File: config.mk
export PLATFORM = sky130hd
export DESIGN_NAME = pipe_stage_skid
export DESIGN_NICKNAME = d
export VERILOG_FILES = /design/src/rtl/pipe_stage_skid_pkg.sv /design/src/rtl/pipe_entry.sv /design/src/rtl/pipe_stage_skid.sv
export SDC_FILE = /design/constraint.sdc
export NUM_CORES = 1
export LEC_CHECK = 0
export CELL_PAD_IN_SITES_DETAIL_PLACEMENT = 0
export CELL_PAD_IN_SITES_GLOBAL_PLACEMENT = 2
export CORE_AREA = 5 5 139 141
export DETAILED_ROUTE_END_ITERATION = 8
export DIE_AREA = 0 0 144 146
export GPL_TIMING_DRIVEN = 0
export PLACE_DENSITY = 0.81
export REMOVE_ABC_BUFFERS = 1
export SLEW_MARGIN = 10
export SYNTH_ARGS = -nofsm -noshare
export SYNTH_HDL_FRONTEND = slang
export SYNTH_SLANG_ARGS = --single-unit
File: constraint.sdc
create_clock -name clock -period 6.03 [get_ports clock]
set_input_delay 0.603 -clock clock [delete_from_list [all_inputs] [get_ports clock]]
set_output_delay 0.603 -clock clock [all_outputs]
set_load 0.01 [all_outputs]
File: src/rtl/pipe_stage_skid_pkg.sv
// Shared constants and types for the skid-buffered pipeline stage register.
package pipe_stage_skid_pkg;

    localparam int PIPE_DATA_W = 32;
    localparam int PIPE_REG_W  = 5;

    typedef enum logic [1:0] {
        ENT_HOLD  = 2'd0,
        ENT_LOAD  = 2'd1,
        ENT_CLEAR = 2'd2,
        ENT_INVAL = 2'd3
    } entry_op_e;

    function automatic logic [1:0] count_entries(input logic v0, input logic v1);
        return {1'b0, v0} + {1'b0, v1};
    endfunction

endpackage

File: src/rtl/pipe_entry.sv
// One storage slot: a valid bit plus the A/B/R fields.
// CLEAR drops valid and zeroes the data; INVAL drops valid only.
module pipe_entry
    import pipe_stage_skid_pkg::*;
#(
    parameter int W_A = PIPE_DATA_W,
    parameter int W_B = PIPE_DATA_W,
    parameter int W_R = PIPE_REG_W
) (
    input  logic           clock,
    input  logic           reset,
    input  entry_op_e      op,
    input  logic [W_A-1:0] in_a,
    input  logic [W_B-1:0] in_b,
    input  logic [W_R-1:0] in_r,
    output logic           valid,
    output logic [W_A-1:0] a,
    output logic [W_B-1:0] b,
    output logic [W_R-1:0] r
);

    // Slot state update: reset, then the operation chosen by the steering logic
    always_ff @(posedge clock) begin
        if (reset) begin
            valid <= 1'b0;
            a     <= {W_A{1'b0}};
            b     <= {W_B{1'b0}};
            r     <= {W_R{1'b0}};
        end else begin
            case (op)
                ENT_LOAD: begin
                    valid <= 1'b1;
                    a     <= in_a;
                    b     <= in_b;
                    r     <= in_r;
                end
                ENT_CLEAR: begin
                    valid <= 1'b0;
                    a     <= {W_A{1'b0}};
                    b     <= {W_B{1'b0}};
                    r     <= {W_R{1'b0}};
                end
                ENT_INVAL: valid <= 1'b0;
                ENT_HOLD:  valid <= valid;
                default:   valid <= valid;
            endcase
        end
    end

endmodule

File: src/rtl/pipe_stage_skid.sv
// Inter-stage pipeline register with valid/ready handshake, one-entry skid buffer
// and synchronous flush. in_ready is registered so no input reaches it combinationally.
module pipe_stage_skid
    import pipe_stage_skid_pkg::*;
#(
    parameter int W_A       = PIPE_DATA_W,
    parameter int W_B       = PIPE_DATA_W,
    parameter int W_R       = PIPE_REG_W,
    parameter bit FLUSH_CLR = 1'b1
) (
    input  logic           clock,
    input  logic           reset,
    input  logic           in_valid,
    output logic           in_ready,
    input  logic [W_A-1:0] in_a,
    input  logic [W_B-1:0] in_b,
    input  logic [W_R-1:0] in_r,
    input  logic           flush,
    output logic           out_valid,
    input  logic           out_ready,
    output logic [W_A-1:0] out_a,
    output logic [W_B-1:0] out_b,
    output logic [W_R-1:0] out_r,
    output logic [1:0]     occupancy
);

    logic           main_valid_s;
    logic           skid_valid_s;
    logic [W_A-1:0] skid_a_s;
    logic [W_B-1:0] skid_b_s;
    logic [W_R-1:0] skid_r_s;
    logic [W_A-1:0] main_in_a_s;
    logic [W_B-1:0] main_in_b_s;
    logic [W_R-1:0] main_in_r_s;
    entry_op_e      main_op_s;
    entry_op_e      skid_op_s;
    logic           main_from_skid_s;
    logic           main_v_nxt_s;
    logic           skid_v_nxt_s;
    logic           acc_s;
    logic           dep_s;
    logic           in_ready_r;
    logic [1:0]     occupancy_r;

    assign acc_s     = in_valid & in_ready_r;
    assign dep_s     = main_valid_s & out_ready;
    assign in_ready  = in_ready_r;
    assign occupancy = occupancy_r;
    assign out_valid = main_valid_s;

    // Steering: decide what each slot does this cycle and the resulting valid bits
    always_comb begin
        main_op_s        = ENT_HOLD;
        skid_op_s        = ENT_HOLD;
        main_from_skid_s = 1'b0;
        main_v_nxt_s     = main_valid_s;
        skid_v_nxt_s     = skid_valid_s;
        if (flush) begin
            if (FLUSH_CLR) begin
                main_op_s = ENT_CLEAR;
                skid_op_s = ENT_CLEAR;
            end else begin
                main_op_s = ENT_INVAL;
                skid_op_s = ENT_INVAL;
            end
            main_v_nxt_s = 1'b0;
            skid_v_nxt_s = 1'b0;
        end else if (!main_valid_s) begin
            if (acc_s) begin
                main_op_s    = ENT_LOAD;
                main_v_nxt_s = 1'b1;
            end else begin
                main_op_s = ENT_HOLD;
            end
        end else if (dep_s) begin
            // Skid content is older than anything on the input, so it goes first
            if (skid_valid_s) begin
                main_op_s        = ENT_LOAD;
                main_from_skid_s = 1'b1;
                skid_op_s        = ENT_CLEAR;
                skid_v_nxt_s     = 1'b0;
            end else if (acc_s) begin
                main_op_s = ENT_LOAD;
            end else begin
                main_op_s    = ENT_INVAL;
                main_v_nxt_s = 1'b0;
            end
        end else if (acc_s) begin
            skid_op_s    = ENT_LOAD;
            skid_v_nxt_s = 1'b1;
        end else begin
            main_op_s = ENT_HOLD;
            skid_op_s = ENT_HOLD;
        end
    end

    // Main slot source: skid when draining it, otherwise the upstream fields
    always_comb begin
        if (main_from_skid_s) begin
            main_in_a_s = skid_a_s;
            main_in_b_s = skid_b_s;
            main_in_r_s = skid_r_s;
        end else begin
            main_in_a_s = in_a;
            main_in_b_s = in_b;
            main_in_r_s = in_r;
        end
    end

    // Handshake status registers derived from next-cycle slot validity
    always_ff @(posedge clock) begin
        if (reset) begin
            in_ready_r  <= 1'b1;
            occupancy_r <= 2'd0;
        end else begin
            in_ready_r  <= ~skid_v_nxt_s;
            occupancy_r <= count_entries(main_v_nxt_s, skid_v_nxt_s);
        end
    end

    pipe_entry #(.W_A(W_A), .W_B(W_B), .W_R(W_R)) u_main (
        .clock (clock),
        .reset (reset),
        .op    (main_op_s),
        .in_a  (main_in_a_s),
        .in_b  (main_in_b_s),
        .in_r  (main_in_r_s),
        .valid (main_valid_s),
        .a     (out_a),
        .b     (out_b),
        .r     (out_r)
    );

    pipe_entry #(.W_A(W_A), .W_B(W_B), .W_R(W_R)) u_skid (
        .clock (clock),
        .reset (reset),
        .op    (skid_op_s),
        .in_a  (in_a),
        .in_b  (in_b),
        .in_r  (in_r),
        .valid (skid_valid_s),
        .a     (skid_a_s),
        .b     (skid_b_s),
        .r     (skid_r_s)
    );

endmodule

==> impl_metrics.yaml, run 1 <==
yosys:
  synth_edf_count: 0
  synth.avg_cell_area_sq_um: 9.486
  synth-adder-area-share_pct: 1.608
  ys_async_sr_fraction_pct: 0
  ys_seq_area_share_pct: 52.57
  ys_ff_latch: 143
  synthSimpleGateAreaFrac_pct: 11.81
  yosys_warnings: 0
  synth-compound-area-share_pct: 16.77
  muxShareOfSynthArea_pct: 12.68
  yosysUniqueCellTypes: 26
  synth_cells: 574
  synthFlopType: "dfxtp_1"
  synthXorXnorAreaFrac_pct: 0
  syn-cell-area_sq_um: 5445
  synth_top_family_by_area: "compound AO/OA/AOI/OAI gates"
place:
  routabilityCongestion: 0.7043
  port_buffers: 146
  dp_hpwl_um: 9592
  dp.cells: 909
worst_setup_path:
  path_max_fanout: 66
  crit_required_ps: 6370
  cp_common_cell: "buf_12"
  cp.arrival_ps: 3460
  cpLargestDelayFamily: "buffers and inverters"
  cp_cell_sequence: "clkdlybuf4s50_1 -> or4b_2 -> ha_4 -> buf_16 -> nor2_4 -> buf_12 -> buf_12 -> a22oi_1 -> nor2_1"
  critical-path-max-stage-delay_ps: 760
  crit_path_start_kind: "input port"
  cp_slowest_cell: "or4b_2"
  cp-end-kind: "register"
  path_class: "input port to register"
  path_buf_inv: 4
route:
  met2WireLength_um: 7167
  ant_nets: 0
  met1_length_um: 6764
  drt_first_pass_iters: 4
  via_per_inst: 4.838
  vias: 4553
  drt-total-wl_um: 14980
  route.detailed.drc: 0
  wl_per_cell_um: 15.92
  topRoutingLayerUsed: "met4"
  routed-wl-met3_um: 972
  drtIter0Drc: 186
timing:
  hold_viol: 0
  setup_viol: 0
  min_period_ps: 3121
  worstMarginPinSlew_ps: 803.7
  relSlewSlack_pct: 46.42
  rsz0062_at_grt: "false"
  skew_ps: 11.99
  drv_slew: 0
  period_share_pct: 51.75
  max_freq_ghz: 0.3204
finish:
  area_growth_pct: 43.36
  most-common-layout-cells: "clkdlybuf4s50_1 (145), dfxtp_1 (143), nor2_1 (72), nand2_1 (71), mux2i_1 (69)"
  seq_area_sq_um: 2863
  n_antenna_cell: 0
  stdcell_count: 941
  fillers: 1688
  final_common_cell: "clkdlybuf4s50_1"
  layout-drive-gt1-share_pct: 6.601
  fin_nets: 780
  multi_input_area_sq_um: 2367
die:
  num_io_pins: 147
  row_count: 49
  die_w_um: 144
  initial_core_util_pct: 30.52
  die_h_um: 146
  core_sq_um: 17840
  dieArea_sq_um: 21020
flow_run:
  maxCapViolCount: 0
power_and_ir_drop:
  p_leak_nw: 3.384
  power_mw: 2.497
  max-vdd-ir-drop_mv: 0.1841
  p_per_area_nw_per_um2: 319.9
cts:
  cts_buffers: 17
  cts_hold_buf: 0
  ctsRootBufferMaster: "clkbuf_16"
  htree_levels: 4
  cts_tree: "yes"
  post_cts_buffers: 0
  ctsLongestPathBuffers: 2
  cts.sinks: 143
  cts_resized: 0
  clk_pin_slew_ps: 60
  clk_latency_ps: 410
grt:
  antenna_found_initial: 0
  grt_pass1_vias: 4764
  grt_overflow: 0
  grt_pass1_wl_um: 24360
  grt_max_degree: 70
  grt_usage_pct: 14.40
worst_hold_path:
  hp-class: "register to register"
run_status:
  status: "finished, final reports clean"
state kept, by name, summed over array words and instances (netlist names):
register	flops
u_main.a	32
u_main.b	32
u_skid.a	32
u_skid.b	32
u_main.r	5
u_skid.r	5
occupancy	2
in_ready	1
u_main.valid	1
u_skid.valid	1
cell type report:
type	instances	share of cell area, %
multi-input cells	380	30.33
clock inverters	9	1.971
repair buffers	154	20.84
clock buffers	23	6.379
flip-flops and latches	143	36.67
inverters	3	0.1443
well taps	229	3.670
cell families (layout without fill, tap and decap cells):
logic type / count (synthesis) / in the layout
AOI/OAI and AO/OA: 147 / 147
buffers and inverters: 51 / 189
and+or+nand+nor: 157 / 157
muxes: 69 / 69
adders and majority gates: 7 / 7
DFF: 143 / 143
final timing paths:
kind,slack [ps],end,depth (start not counted),from
worst max-delay path,2910,u_skid.b[19],9,flush
worst min-delay path,450,u_main.a[14],2,u_main.a[14]
worst min register to register,450,u_main.a[14],2,u_main.a[14]
worst max register to register,3210,u_skid.b[19],8,u_main.valid
metal layers:
metal	track usage, %	up-vias
met2	23.77	119
met1	17.76	2174
met5	0	-
met4	3.672	0
met3	5.192	10
li1	-	2250
report_power, final:
group	total (mW)	internal, mW	leakage (nW)	switching [mW]
clock	1.14	0.748	0.315	0.396
combinational	0.315	0.165	1.90	0.150
sequential	1.04	1.00	1.17	0.0333
total	2.50	1.92	3.38	0.579
synthesized netlist by cell type, types with 3 or more instances:
master,count,area [sq um]
nand2_1,71,266.5
o21ai_0,61,305.3
o21ai_1,10,50.05
clkbuf_1,29,108.9
buf_2,7,35.03
buf_6,3,33.78
nor2_1,73,274.0
a21oi_1,5,25.02
dfxtp_1,143,2863
inv_1,3,11.26
nor2b_1,4,25.02
ha_1,7,87.58
a22oi_1,68,510.5
mux2i_1,69,690.7
buf_4,6,45.04
worst min-delay path: stages, from the launching register on:
cell	delay, ps
dfxtp_1	310
nand2_1	50
o21ai_1	50
through the flow:
stage	worst slack, ps	setup TNS [ps]	hold slack [ps]	utilization (%)	cell area (sq um)
after floorplan	1035	0	460.1	-	5209
after global placement	-2358	-317570	432.9	38.99	6957
after detailed placement	2478	0	441.7	40.10	7154
after CTS	2915	0	453.6	43.75	7806
after global routing	2744	0	471.7	43.75	7806
final	2909	0	451.6	43.75	7806
No activity file was read; power rests on OpenSTA's default activity.
==> run 2, diff against run 1 <==
Settings changed: CORE_AREA 5 5 139 141 to 5 5 151 153, DIE_AREA 0 0 144 146 to 0 0 156 158, PLACE_DENSITY 0.81 to 0.73.
Clock period 6.03 ns to 2.6 ns, I/O delays scaled along.
==> run 2 against run 1 <==
Effect of this change: critical endpoint is now u_skid.a[13]; global-route usage down 2.0 points; cell area fell by 0.21%; largest cell class unchanged; critical path type is now register to register; routed wire length increased by 2.8%; worst setup slack worse by 2700 ps.
==> impl_metrics.yaml, run 2 (same netlist as run 1, synthesis figures left out) <==
worst_setup_path:
  reg2reg_to: "u_skid.a[13]"
  cp.arrival_ps: 2710
  cp-end-kind: "register"
  path_class: "register to register"
  reg2reg_depth: 6
  crit_path_start_kind: "register"
  r2r_slack_ps: 170
  crit_required_ps: 2880
  timing.rr.start: "u_main.valid"
  path_max_fanout: 30
timing:
  hold_viol: 0
  rsz0062_at_grt: "false"
  setup_viol: 0
  fin_setup_tns_ps: 0
  max_freq_ghz: 0.4116
  drv_slew: 0
  worstMarginPinSlew_ps: 790.4
  min_period_ps: 2430
  relSlewSlack_pct: 47.31
  skew_ps: 7.402
  finalHoldWorstSlack_ps: 286.3
  period_share_pct: 93.45
cts:
  clk_pin_slew_ps: 60
  clk_latency_ps: 410
  cts_buffers: 17
  post_cts_buffers: 0
  ctsLongestPathBuffers: 2
  cts_tree: "yes"
  cts_hold_buf: 0
  htree_levels: 4
  ctsRootBufferMaster: "clkbuf_16"
  cts.sinks: 143
  cts_resized: 0
route:
  topRoutingLayerUsed: "met5"
  route.detailed.drc: 0
  routed-wl-met3_um: 813
  vias: 4609
  drt_first_pass_iters: 4
  drtIter0Drc: 178
  via_per_inst: 4.646
  met2WireLength_um: 7345
  ant_nets: 0
  wl_per_cell_um: 15.53
  met1_length_um: 7083
  drt-total-wl_um: 15410
finish:
  fin_nets: 780
  layout-drive-gt1-share_pct: 6.601
  fillers: 2115
  final_common_cell: "clkdlybuf4s50_1"
  n_antenna_cell: 0
  area_growth_pct: 43.06
  most-common-layout-cells: "clkdlybuf4s50_1 (145), dfxtp_1 (143), nor2_1 (72), nand2_1 (71), mux2i_1 (69)"
grt:
  grt_max_degree: 70
  grt_pass1_wl_um: 24650
  antenna_found_initial: 1
  grt_usage_pct: 12.44
  grt_pass1_vias: 4633
  grt_overflow: 0
die:
  core_sq_um: 21420
  num_io_pins: 147
  die_w_um: 156
  dieArea_sq_um: 24650
  die_h_um: 158
  row_count: 54
  initial_core_util_pct: 25.42
power_and_ir_drop:
  max-vdd-ir-drop_mv: 0.3809
  p_per_area_nw_per_um2: 711.0
  p_leak_nw: 3.345
worst_hold_path:
  hp-class: "input port to register"
  hp-start: "reset"
  whs_endpoint: "u_skid.b[28]"
  min_path_cells: 2
place:
  port_buffers: 146
  routabilityCongestion: 0.7258
  dp_hpwl_um: 9914
run_status:
  status: "finished, final reports clean"
flow_run:
  maxCapViolCount: 0
==> run 2: stage by stage <==
step / cells / cell area [sq um] / setup slack [ps] / utilization (%) / power, mW
floorplan: 526 / 5209 / -2204 / - / 2.724
global placement: 952 / 7020 / -5567 / 32.78 / 3.157
detailed placement: 960 / 7218 / -209.4 / 33.70 / 3.199
CTS: 992 / 7790 / 166.8 / 36.37 / 5.637
global route: 992 / 7790 / 2.953 / 36.37 / 5.814
finish: 992 / 7790 / 170.2 / 36.37 / 5.539
==> run 2: routing by layer <==
layer | track usage [%] | vias to the layer above
li1 | - | 2244
met1 | 15.79 | 2244
met2 | 20.63 | 105
met3 | 3.554 | 14
met4 | 3.627 | 2
met5 | 0 | -
==> run 2: final cells by class <==
class,instances,area [sq um],area share (%)
inverter,3,11.26,0.1446
clock buffer,18,429.2,5.509
clock inverter,14,142.6,1.831
timing repair buffer,154,1627,20.88
tap,280,350.3,4.497
multi-input combinational,380,2367,30.39
sequential,143,2863,36.75
==> run 2: report_power, final <==
part	switching, mW	internal [mW]	leakage, nW
clock network	0.986	1.41	0.276
logic	0.349	0.384	1.90
registers	0.0770	2.33	1.17
total	1.41	4.13	3.34
==> run 2: worst max-delay path by stage <==
stage / startpoint / endpoint / slack, ps / depth (start not counted)
3_3_place_gp: reset / u_main.a[12] / -5570 / 4
6_report: u_main.valid / u_skid.a[13] / 170 / 6
5_1_grt: in_ready / u_skid.b[21] / 3 / 7
4_1_cts: u_main.valid / u_skid.a[13] / 170 / 6
3_5_place_dp: in_valid / u_skid.b[31] / -210 / 8
2_1_floorplan: u_main.valid / u_skid.a[0] / -2200 / 5
==> run 2: worst max-delay path, stage by stage (launching register included) <==
cell and delay [ps]:
dfxtp_1 510, or4b_2 700, ha_4 500, nor2_4 130, buf_12 190, a22oi_1 180
nor2_1 60
==> run 3, diff against run 2 <==
Settings changed: CORE_AREA 5 5 151 153 to 5 5 144 146, DIE_AREA 0 0 156 158 to 0 0 149 151, PLACE_DENSITY 0.73 to 0.76.
Clock period 2.6 ns to 2.36 ns, I/O delays scaled along.
==> run 3 against run 2 <==
Effect of this change: critical endpoint is now u_skid.b[11]; clock-buffer cell count did not move; power rose by 13%; critical path type is now input port to register; core utilization rose by 5.0 points.
==> impl_metrics.yaml, run 3 (same netlist as run 1, synthesis figures left out) <==
power_and_ir_drop:
  power_mw: 6.261
  p_leak_nw: 3.448
  p_per_area_nw_per_um2: 785.1
  max-vdd-ir-drop_mv: 0.4796
grt:
  grt_overflow: 0
  grt-busiest-layer: "met2"
  grt_pass1_vias: 4662
  grt_pass1_wl_um: 25050
  grt_usage_pct: 14.07
  use_met1_pct: 17.60
  antenna_found_initial: 1
  met2_usage_pct: 23.72
  gr-usage-met3_pct: 4.129
  grt_max_degree: 70
finish:
  stdcell_count: 985
  final_area_sq_um: 7975
  final_common_cell: "clkdlybuf4s50_1"
  layout-drive-gt1-share_pct: 8.056
  fin_nets: 788
  n_antenna_cell: 0
  fillers: 1906
  area_growth_pct: 46.46
  most-common-layout-cells: "clkdlybuf4s50_1 (145), dfxtp_1 (141), nor2_1 (72), nand2_1 (70), mux2i_1 (69)"
cts:
  ctsRootBufferMaster: "clkbuf_16"
  htree_levels: 4
  clk_pin_slew_ps: 60
  cts_hold_buf: 0
  ctsLongestPathBuffers: 2
  cts_tree: "yes"
  clk_latency_ps: 420
  cts.sinks: 143
  cts_buffers: 17
worst_setup_path:
  crit_path_start_kind: "input port"
  crit_required_ps: 2650
  path_max_fanout: 22
  cp-end-kind: "register"
  path_class: "input port to register"
  cp.arrival_ps: 2540
place:
  placed_cell_area_sq_um: 7277
  dp_hpwl_um: 9944
  routabilityCongestion: 0.7016
  dp.cells: 947
  dpl_worst_slack_ps: -1007
  port_buffers: 146
die:
  die_h_um: 151
  die_w_um: 149
  core_sq_um: 19270
  initial_core_util_pct: 28.26
  dieArea_sq_um: 22500
  num_io_pins: 147
  row_count: 51
timing:
  min_period_ps: 2243
  max_freq_ghz: 0.4459
  fin_ws_ps: 117.2
  skew_ps: 18.80
  drv_slew: 0
  worstMarginPinSlew_ps: 770.9
  rsz0062_at_grt: "false"
  period_share_pct: 95.03
  hold_viol: 0
  relSlewSlack_pct: 48.53
  setup_viol: 0
route:
  vias: 4584
  drt-total-wl_um: 16200
  via_per_inst: 4.654
  drtIter0Drc: 101
  wl_per_cell_um: 16.45
  route.detailed.drc: 0
  drt_first_pass_iters: 5
  ant_nets: 0
flow_run:
  maxCapViolCount: 0
worst_hold_path:
  hp-class: "input port to register"
run_status:
  status: "finished, final reports clean"
## run 3: cell count changes in the layout (fill, tap and decap cells not counted), moves of 2 or more
cell	delta
buf_16	+6
buf_12	-3
buf_4	+3
clkinvlp_4	-2
dfxtp_1	-2
dfxtp_2	+2
## run 3: stage by stage
step	TNS, ps	util, %	hold WS [ps]
5_1_grt	0	41.38	257.1
3_5_place_dp	-78240	37.76	444.0
4_1_cts	0	41.27	243.0
6_report	0	41.38	242.4
3_3_place_gp	-809120	36.33	434.6
2_1_floorplan	-253320	-	307.6
## run 3: what timing repair did
action / 4_1_cts / 5_1_grt
pin swaps: 2 / 1
cloned: 1 / 1
setup endpoints to repair: 88 / 85
setup buffers: 3 / 1
gates resized for setup: 2 / 3
## run 3: report_power, final
| part | internal (mW) | leakage (nW) | switching [mW] |
|---|---|---|---|
| sequential | 2.57 | 1.17 | 0.0832 |
| clock | 1.66 | 0.294 | 1.07 |
| combinational | 0.470 | 1.99 | 0.411 |
| total | 4.70 | 3.45 | 1.56 |
## run 3: worst max-delay path, stage by stage
cell	delay (ps)
clkdlybuf4s50_1	550
or4b_4	620
ha_4	320
buf_12	170
nor2_4	60
buf_16	160
buf_16	170
a22oi_1	190
nor2_1	50
## run 3: metal layers
| layer | wire, um | share of wire (%) |
|---|---|---|
| met5 | 19 | 0.12 |
| met2 | 7719 | 48 |
| met3 | 845 | 5.2 |
| met4 | 127 | 0.78 |
| met1 | 7492 | 46 |
## run 3: area by class of cell
type / instances / area, sq um / area share, %
Sequential cell: 143 / 2865 / 35.93
Multi-Input combinational cell: 381 / 2385 / 29.90
Timing Repair Buffer: 161 / 1787 / 22.40
Clock buffer: 18 / 429.2 / 5.381
Tap cell: 265 / 331.6 / 4.158
Clock inverter: 14 / 166.4 / 2.087
Inverter: 3 / 11.26 / 0.1412
## run 3: worst paths after layout
kind | from | slack, ps | to | cells after the start
worst max-delay path | flush | 120 | u_skid.b[11] | 9
worst min register to register | u_main.a[29] | 450 | u_main.a[29] | 2
worst max register to register | in_ready | 120 | u_skid.b[11] | 9
worst min-delay path | reset | 240 | u_skid.a[30] | 2
